===== config.mk =====
export PLATFORM = sky130hd
export DESIGN_NAME = pmp_cfg_writer
export DESIGN_NICKNAME = d
export VERILOG_FILES = /design/src/rtl/riscv_pkg.sv /design/src/rtl/pmp_cfg_lock_check.sv /design/src/rtl/pmp_cfg_writer.sv
export SDC_FILE = /design/constraint.sdc
export NUM_CORES = 2
export LEC_CHECK = 0
export BUFFER_PORTS_ARGS = -buffer_cell sky130_fd_sc_hd__buf_4
export CORE_AREA = 2 2 476 478
export DETAILED_ROUTE_END_ITERATION = 7
export DIE_AREA = 0 0 478 480
export REMOVE_ABC_BUFFERS = 1
export SYNTH_ARGS = -nofsm -noshare
export SYNTH_HDL_FRONTEND = slang
export SYNTH_SLANG_ARGS = --single-unit
export TNS_END_PERCENT = 20

===== constraint.sdc =====
create_clock -name clk_i -period 85.5 [get_ports clk_i]
set_clock_uncertainty 0.15 [all_clocks]
set_input_delay 4.275 -clock clk_i [delete_from_list [all_inputs] [get_ports clk_i]]
set_output_delay 4.275 -clock clk_i [all_outputs]
set_load 0.03 [all_outputs]

===== src/rtl/riscv_pkg.sv =====
// Shared RISC-V PMP/DMP types: entry config layouts, domain encodings,
// request kinds for the config writer and the PMPCFG WARL legaliser.
package riscv;

  typedef enum logic [1:0] {
    OFF   = 2'd0,
    TOR   = 2'd1,
    NA4   = 2'd2,
    NAPOT = 2'd3
  } pmp_addr_mode_t;

  typedef struct packed {
    logic x;
    logic w;
    logic r;
  } pmpcfg_access_t;

  // Bit layout matches the architectural pmpcfg byte: L, reserved, A, X, W, R.
  typedef struct packed {
    logic           locked;
    logic [1:0]     reserved;
    pmp_addr_mode_t addr_mode;
    pmpcfg_access_t access_type;
  } pmpcfg_t;

  typedef enum logic [7:0] {
    DOMI = 8'h10,
    DOMA = 8'h21,
    DOMB = 8'h22,
    DOMC = 8'h23
  } dmp_domain_t;

  typedef struct packed {
    logic        locked;
    dmp_domain_t domain;
  } dmpcfg_t;

  typedef enum logic [1:0] {
    PMP_WR_CFG   = 2'd0,
    PMP_WR_ADDR  = 2'd1,
    PMP_WR_DMP   = 2'd2,
    PMP_WR_SWEEP = 2'd3
  } pmp_wr_kind_e;

  localparam int unsigned PMP_MAX_ENTRIES = 16;

  localparam dmpcfg_t DMPCFG_RESET = '{locked: 1'b0, domain: DOMI};

  // Reserved bits read as zero; the R=0,W=1 combination is illegal, so W drops.
  function automatic pmpcfg_t pmpcfg_legalize(input logic [7:0] raw);
    pmpcfg_t c;
    c          = pmpcfg_t'(raw);
    c.reserved = 2'b00;
    if (!c.access_type.r && c.access_type.w) c.access_type.w = 1'b0;
    return c;
  endfunction

endpackage


===== src/rtl/pmp_cfg_lock_check.sv =====
// Combinational writability of the cfg, addr and dmp registers of one entry,
// taking entry locks and the TOR lock of the following entry into account.
module pmp_cfg_lock_check
  import riscv::*;
#(
  parameter int unsigned NR_ENTRIES = 16
) (
  input  logic                              [3:0] idx_i,
  input  pmpcfg_t [PMP_MAX_ENTRIES-1:0]           pmpconf_i,
  input  dmpcfg_t [PMP_MAX_ENTRIES-1:0]           dmpconf_i,
  output logic                                    idx_valid_o,
  output logic                                    cfg_writable_o,
  output logic                                    addr_writable_o,
  output logic                                    dmp_writable_o
);

  logic [3:0] next_idx;
  logic       tor_guard;

  assign idx_valid_o = ({1'b0, idx_i} < 5'(NR_ENTRIES));
  assign next_idx    = idx_i + 4'd1;

  // A locked TOR entry also freezes the address below it (its range base).
  assign tor_guard = (idx_i != 4'd15) && pmpconf_i[next_idx].locked &&
                     (pmpconf_i[next_idx].addr_mode == TOR);

  assign cfg_writable_o  = idx_valid_o && !pmpconf_i[idx_i].locked;
  assign addr_writable_o = cfg_writable_o && !tor_guard;
  assign dmp_writable_o  = idx_valid_o && !dmpconf_i[idx_i].locked;

endmodule


===== src/rtl/pmp_cfg_writer.sv =====
// Serialised writer for PMP cfg/addr and DMP domain registers, plus a
// domain-rename sweep that walks every implemented entry one per cycle.
module pmp_cfg_writer
  import riscv::*;
#(
  parameter int unsigned NR_ENTRIES = 16,
  parameter int unsigned PMP_LEN    = 54
) (
  input  logic                                          clk_i,
  input  logic                                          rst_i,
  input  logic                                          req_valid_i,
  output logic                                          req_ready_o,
  input  logic                    [1:0]                 req_kind_i,
  input  logic                    [3:0]                 req_idx_i,
  input  logic                    [63:0]                req_wdata_i,
  output logic                                          rsp_valid_o,
  output logic                                          rsp_err_o,
  output logic                                          busy_o,
  output logic [PMP_MAX_ENTRIES-1:0][PMP_LEN-1:0]       conf_addr_o,
  output pmpcfg_t [PMP_MAX_ENTRIES-1:0]                 pmpconf_o,
  output dmpcfg_t [PMP_MAX_ENTRIES-1:0]                 dmpconf_o
);

  typedef enum logic [1:0] {
    ST_IDLE,
    ST_SWEEP,
    ST_RESP
  } state_e;

  localparam logic [3:0] LAST_IDX = (NR_ENTRIES == 0) ? 4'd0 : 4'(NR_ENTRIES - 1);

  state_e       state_q, state_d;
  logic         err_q, err_d;
  logic         skip_q, skip_d;
  logic [3:0]   cnt_q, cnt_d;
  dmp_domain_t  from_q, from_d;
  dmp_domain_t  to_q, to_d;

  pmpcfg_t [PMP_MAX_ENTRIES-1:0]              cfg_q;
  logic    [PMP_MAX_ENTRIES-1:0][PMP_LEN-1:0] addr_q;
  dmpcfg_t [PMP_MAX_ENTRIES-1:0]              dmp_q;

  logic [PMP_MAX_ENTRIES-1:0] cfg_we, addr_we, dmp_we, dom_we;

  pmp_wr_kind_e kind;
  logic         accept;
  logic         sweep_hit;
  logic         idx_valid, cfg_ok, addr_ok, dmp_ok;
  logic         unused_bits;

  assign kind        = pmp_wr_kind_e'(req_kind_i);
  assign req_ready_o = (state_q == ST_IDLE) && !rst_i;
  assign accept      = req_valid_i && req_ready_o;

  pmp_cfg_lock_check #(
    .NR_ENTRIES (NR_ENTRIES)
  ) u_lock_check (
    .idx_i           (req_idx_i),
    .pmpconf_i       (cfg_q),
    .dmpconf_i       (dmp_q),
    .idx_valid_o     (idx_valid),
    .cfg_writable_o  (cfg_ok),
    .addr_writable_o (addr_ok),
    .dmp_writable_o  (dmp_ok)
  );

  // A rename onto the same domain is a no-op, so it can never count as a skip.
  assign sweep_hit = (dmp_q[cnt_q].domain == from_q) && (from_q != to_q);

  // NOTE: every signal assigned here gets a default first, so no path leaves
  // it unassigned and no latch is inferred.
  always_comb begin
    state_d = state_q;
    err_d   = err_q;
    skip_d  = skip_q;
    cnt_d   = cnt_q;
    from_d  = from_q;
    to_d    = to_q;
    cfg_we  = '0;
    addr_we = '0;
    dmp_we  = '0;
    dom_we  = '0;

    unique case (state_q)
      ST_IDLE: begin
        if (accept) begin
          state_d = ST_RESP;
          err_d   = 1'b0;
          unique case (kind)
            PMP_WR_CFG: begin
              if (cfg_ok) cfg_we[req_idx_i] = 1'b1;
              else        err_d = 1'b1;
            end
            PMP_WR_ADDR: begin
              if (addr_ok) addr_we[req_idx_i] = 1'b1;
              else         err_d = 1'b1;
            end
            PMP_WR_DMP: begin
              if (dmp_ok) dmp_we[req_idx_i] = 1'b1;
              else        err_d = 1'b1;
            end
            PMP_WR_SWEEP: begin
              if (NR_ENTRIES == 0) begin
                err_d = 1'b1;
              end else begin
                state_d = ST_SWEEP;
                from_d  = dmp_domain_t'(req_wdata_i[7:0]);
                to_d    = dmp_domain_t'(req_wdata_i[15:8]);
                cnt_d   = 4'd0;
                skip_d  = 1'b0;
              end
            end
          endcase
        end
      end
      ST_SWEEP: begin
        if (sweep_hit) begin
          if (dmp_q[cnt_q].locked) skip_d = 1'b1;
          else                     dom_we[cnt_q] = 1'b1;
        end
        if (cnt_q == LAST_IDX) begin
          state_d = ST_RESP;
          err_d   = skip_d;
        end else begin
          cnt_d = cnt_q + 4'd1;
        end
      end
      ST_RESP: state_d = ST_IDLE;
      default: state_d = ST_IDLE;
    endcase
  end

  // NOTE: sequential state uses non-blocking assignments only, so every flop
  // samples pre-edge values regardless of block ordering.
  always_ff @(posedge clk_i or posedge rst_i) begin
    if (rst_i) begin
      state_q <= ST_IDLE;
      err_q   <= 1'b0;
      skip_q  <= 1'b0;
      cnt_q   <= 4'd0;
      from_q  <= DOMI;
      to_q    <= DOMI;
    end else begin
      state_q <= state_d;
      err_q   <= err_d;
      skip_q  <= skip_d;
      cnt_q   <= cnt_d;
      from_q  <= from_d;
      to_q    <= to_d;
    end
  end

  for (genvar i = 0; i < PMP_MAX_ENTRIES; i++) begin : g_entry
    if (i < NR_ENTRIES) begin : g_impl
      pmpcfg_t            cfg_r;
      logic [PMP_LEN-1:0] addr_r;
      dmpcfg_t            dmp_r;

      // NOTE: this register file is reset, unlike a plain storage array, because
      // lock bits must come up clear and reset is their only clearing path.
      always_ff @(posedge clk_i or posedge rst_i) begin
        if (rst_i) begin
          cfg_r  <= '0;
          addr_r <= '0;
          dmp_r  <= DMPCFG_RESET;
        end else begin
          if (cfg_we[i])  cfg_r  <= pmpcfg_legalize(req_wdata_i[7:0]);
          if (addr_we[i]) addr_r <= req_wdata_i[PMP_LEN-1:0];
          if (dmp_we[i])       dmp_r        <= dmpcfg_t'(req_wdata_i[$bits(dmpcfg_t)-1:0]);
          else if (dom_we[i])  dmp_r.domain <= to_q;
        end
      end

      assign cfg_q[i]  = cfg_r;
      assign addr_q[i] = addr_r;
      assign dmp_q[i]  = dmp_r;
    end else begin : g_unimpl
      assign cfg_q[i]  = '0;
      assign addr_q[i] = '0;
      assign dmp_q[i]  = DMPCFG_RESET;
    end
  end

  assign unused_bits = ^{req_wdata_i, cfg_we, addr_we, dmp_we, dom_we, idx_valid};

  assign rsp_valid_o = (state_q == ST_RESP);
  assign rsp_err_o   = (state_q == ST_RESP) && err_q;
  assign busy_o      = (state_q != ST_IDLE);
  assign conf_addr_o = addr_q;
  assign pmpconf_o   = cfg_q;
  assign dmpconf_o   = dmp_q;

endmodule


==> results.sh <==
export IMPL_ys_flop_type="dfrtp_1"
export IMPL_grt_overflow=0
export IMPL_fmax_ghz=0.1082
export IMPL_finalSetupTns_ns=0
export IMPL_min_period_ns=9.243
export IMPL_wl_met3_mm=16.67
export IMPL_die_area_um2=229400
export IMPL_synth_distinct_cells=69
export IMPL_internal_power_w=0.001044
export IMPL_critical_path_class="input pin to primary output"
export IMPL_synth_area_top_cells="dfrtp_1, mux2_2, clkbuf_1"
export IMPL_syn_avg_cell_area_um2=14.11
export IMPL_synth_edff_count=0
export IMPL_die_x_um=478
export IMPL_synth_adder_area_share=0.002147
export IMPL_io_pins=1213
export IMPL_cts_clk_slew_worst_paths_ns=0.06
export IMPL_rsz0062_at_grt="false"
export IMPL_ys_top_cells_by_count="dfrtp_1, mux2_2, clkbuf_1, nor2_1, nand2_1"
export IMPL_synthMostInstantiatedCell="dfrtp_1"
export IMPL_drc_errors=0
export IMPL_wl_per_cell_um=25.29
export IMPL_insertion_delay_ns=0.79
export IMPL_pwr_share_clk=0.360
export IMPL_place_gp_congestion=0.8987
export IMPL_wl_met1_mm=73.26
export IMPL_yosysWarnings=0
export IMPL_ant_nets=0
export IMPL_cts_hold_buf=0
export IMPL_area_growth_pct=35.05
export IMPL_fill_cells=22925
export IMPL_critPathLaunchType="input pin"
export IMPL_multi_input_area_um2=17390
export IMPL_fin_area_um2=62970
export IMPL_grt_pass1_wl_mm=265.4
export IMPL_layout_drive_gt1_share=0.5628
export IMPL_slew_headroom=0.1608
export IMPL_cts_sinks=1128
export IMPL_share_comb_of_total_power=0.237
export IMPL_seq_area_um2=28250
export IMPL_cts_root_buf="clkbuf_16"
export IMPL_synth_top_cell_by_area="dfrtp_1"
export IMPL_netlist_area_leader_share=0.5957
export IMPL_synth_yosys_seq_area_share=0.6058
export IMPL_port_buffers=1170
export IMPL_cp_max_fo=2
export IMPL_async_flop_share=1.000
export IMPL_antenna_found_initial=15
export IMPL_crit_arrival_ns=4.82
export IMPL_tightest_slew_ns=1.259
export IMPL_cts_setup_buffers=0
export IMPL_yosys_area_share_simple=0.05031
export IMPL_regToRegSetupSlack_ns=80.17
export IMPL_max_cap_violations=0
export IMPL_finalNetCount=4473
export IMPL_outcome="completed"
export IMPL_period_share=0.1081
export IMPL_grt_pass1_vias=34465
export IMPL_clockBufferDepth=3
export IMPL_fp_row_count=174
export IMPL_swShare=0.3381
export IMPL_htreeDepth=3
export IMPL_irDropWorstVdd_v=0.00001838
export IMPL_setup_worst_path_end_class="primary output"
export IMPL_power_frac_seq=0.404
export IMPL_grt_max_degree=174
export IMPL_routed_wl_mm=189.5
export IMPL_design_core_area_um2=224000
export IMPL_hold_class="register to register"
export IMPL_initial_core_util=0.2082
export IMPL_wl_met2_mm=92.22
export IMPL_p_sw_w=0.0005333
export IMPL_via_per_inst=4.467
export IMPL_finalHoldViolCount=0
export IMPL_power_density_nw_per_um2=25.04
export IMPL_drt_pass1_iter_count=5
export IMPL_die_h_um=480
export IMPL_vias=33473
export IMPL_crit_required_ns=81.07
export IMPL_hpwl_mm=132.3
export IMPL_placed_area_um2=58640
export IMPL_syn_inst=3305
export IMPL_synth_seq_cells=1128
export IMPL_cts_resized_gates=0
export IMPL_cts_tree="yes"
export IMPL_p_leak_nw=31.59
export IMPL_setup_violations=0
export IMPL_synth_compound_area_frac=0.03673
export IMPL_synth_area_mux_share=0.2732
export IMPL_cts_buffers=121
export IMPL_first_iter_violations=2505
export IMPL_synth_top_family_by_area="multiplexers"
export IMPL_route_top_layer_used="met5"
export IMPL_timing_final_max_slew_violations=0
export IMPL_grt_total_usage=0.1590
export IMPL_yosys_area_share_xor_xnor=0.003944
export IMPL_syn_area_um2=46630
area by class of cell:
cell class,instances,area share
Sequential cell,1128,0.4486
Multi-Input combinational cell,1908,0.2761
Timing Repair Buffer,1225,0.1464
Tap cell,2992,0.05945
Clock buffer,166,0.05412
Clock inverter,59,0.01440
Inverter,8,0.0005961
Antenna cell,7,0.0002782
critical path: stages:
cell	delay, ns
buf_4	0.13
nor3_1	0.20
buf_4	0.21
metal layers:
layer,vias up,global-route usage
li1,13975,-
met5,-,0
met1,17505,0.1896
met2,1659,0.2666
met3,332,0.04791
met4,2,0.06459
cells in the final DEF (no fill, tap or decap), types with 8 or more instances in the layout:
cell / synthesis / final
bufinv_16: 0 / 17
ha_1: 8 / 8
a21oi_1: 43 / 41
dfrtp_1: 1110 / 1108
clkbuf_1: 232 / 25
mux2_2: 1008 / 1008
a31oi_1: 82 / 82
mux2_1: 34 / 34
nor2b_1: 8 / 8
and2_1: 13 / 14
o211ai_1: 14 / 14
mux2i_1: 24 / 24
a221o_1: 8 / 8
nand2b_1: 8 / 8
nand3_4: 0 / 10
nor4_1: 14 / 14
or4_1: 24 / 24
clkbuf_16: 0 / 122
nor2_1: 145 / 142
nand2_1: 142 / 139
nand4_1: 17 / 17
dfstp_2: 18 / 18
conb_1: 1 / 32
xor2_1: 15 / 15
clkbuf_8: 0 / 19
mux4_2: 34 / 34
o21ai_0: 65 / 65
buf_4: 33 / 1223
or3_1: 15 / 13
nor3_1: 8 / 8
clkinv_2: 0 / 20
nand3_1: 49 / 38
clkinvlp_4: 0 / 10
sequential cells by signal (all words and copies together) (netlist names):
name	cells
to_q	8
state_q	2
g_entry.g_impl.addr_r	864
pmpconf_o	96
from_q	8
cnt_q	4
skip_q	1
err_q	1
dmpconf_o	144
worst paths after layout:
check                                              from                            end  cells past startpoint
max                                               rst_i                    req_ready_o                      3
min                        g_entry[6].g_impl.addr_r[20]   g_entry[6].g_impl.addr_r[20]                      1
max reg2reg                                    cnt_q[1]                  dmpconf_o[92]                      9
min reg2reg                g_entry[6].g_impl.addr_r[20]   g_entry[6].g_impl.addr_r[20]                      1
max in group asynchronous                         rst_i  g_entry[12].g_impl.addr_r[26]                      7
min in group asynchronous                         rst_i                  pmpconf_o[97]                      2
cell families after synthesis:
group           count (synthesis)
compound gates                262
xor+xnor                       21
fa+ha+maj                       8
buf+inv                       300
flops                        1128
mux                          1100
other cells                     1
simple gates                  485
metrics by stage:
stage | std cells | hold slack, ns | worst slack (ns) | utilization | total power [W]
after floorplan | 3044 | 0.3360 | 49.34 | - | 0.0008432
after global placement | 7261 | 0.3266 | 75.92 | 0.2618 | 0.001011
after detailed placement | 7261 | 0.3322 | 75.86 | 0.2618 | 0.001016
after CTS | 7486 | 0.3461 | 76.26 | 0.2810 | 0.001588
after global routing | 7487 | 0.3615 | 76.06 | 0.2810 | 0.001633
final | 7493 | 0.3415 | 76.26 | 0.2811 | 0.001577
power by group through the flow:
stage               clock network, W  registers (W)  logic [W]
finish                      0.000567       0.000637   0.000373
global route                0.000601       0.000641   0.000392
CTS                         0.000580       0.000634   0.000373
detailed placement                 0       0.000644   0.000372
global placement                   0       0.000642   0.000369
floorplan                          0       0.000713   0.000130
No activity file was read; power rests on OpenSTA's default activity.
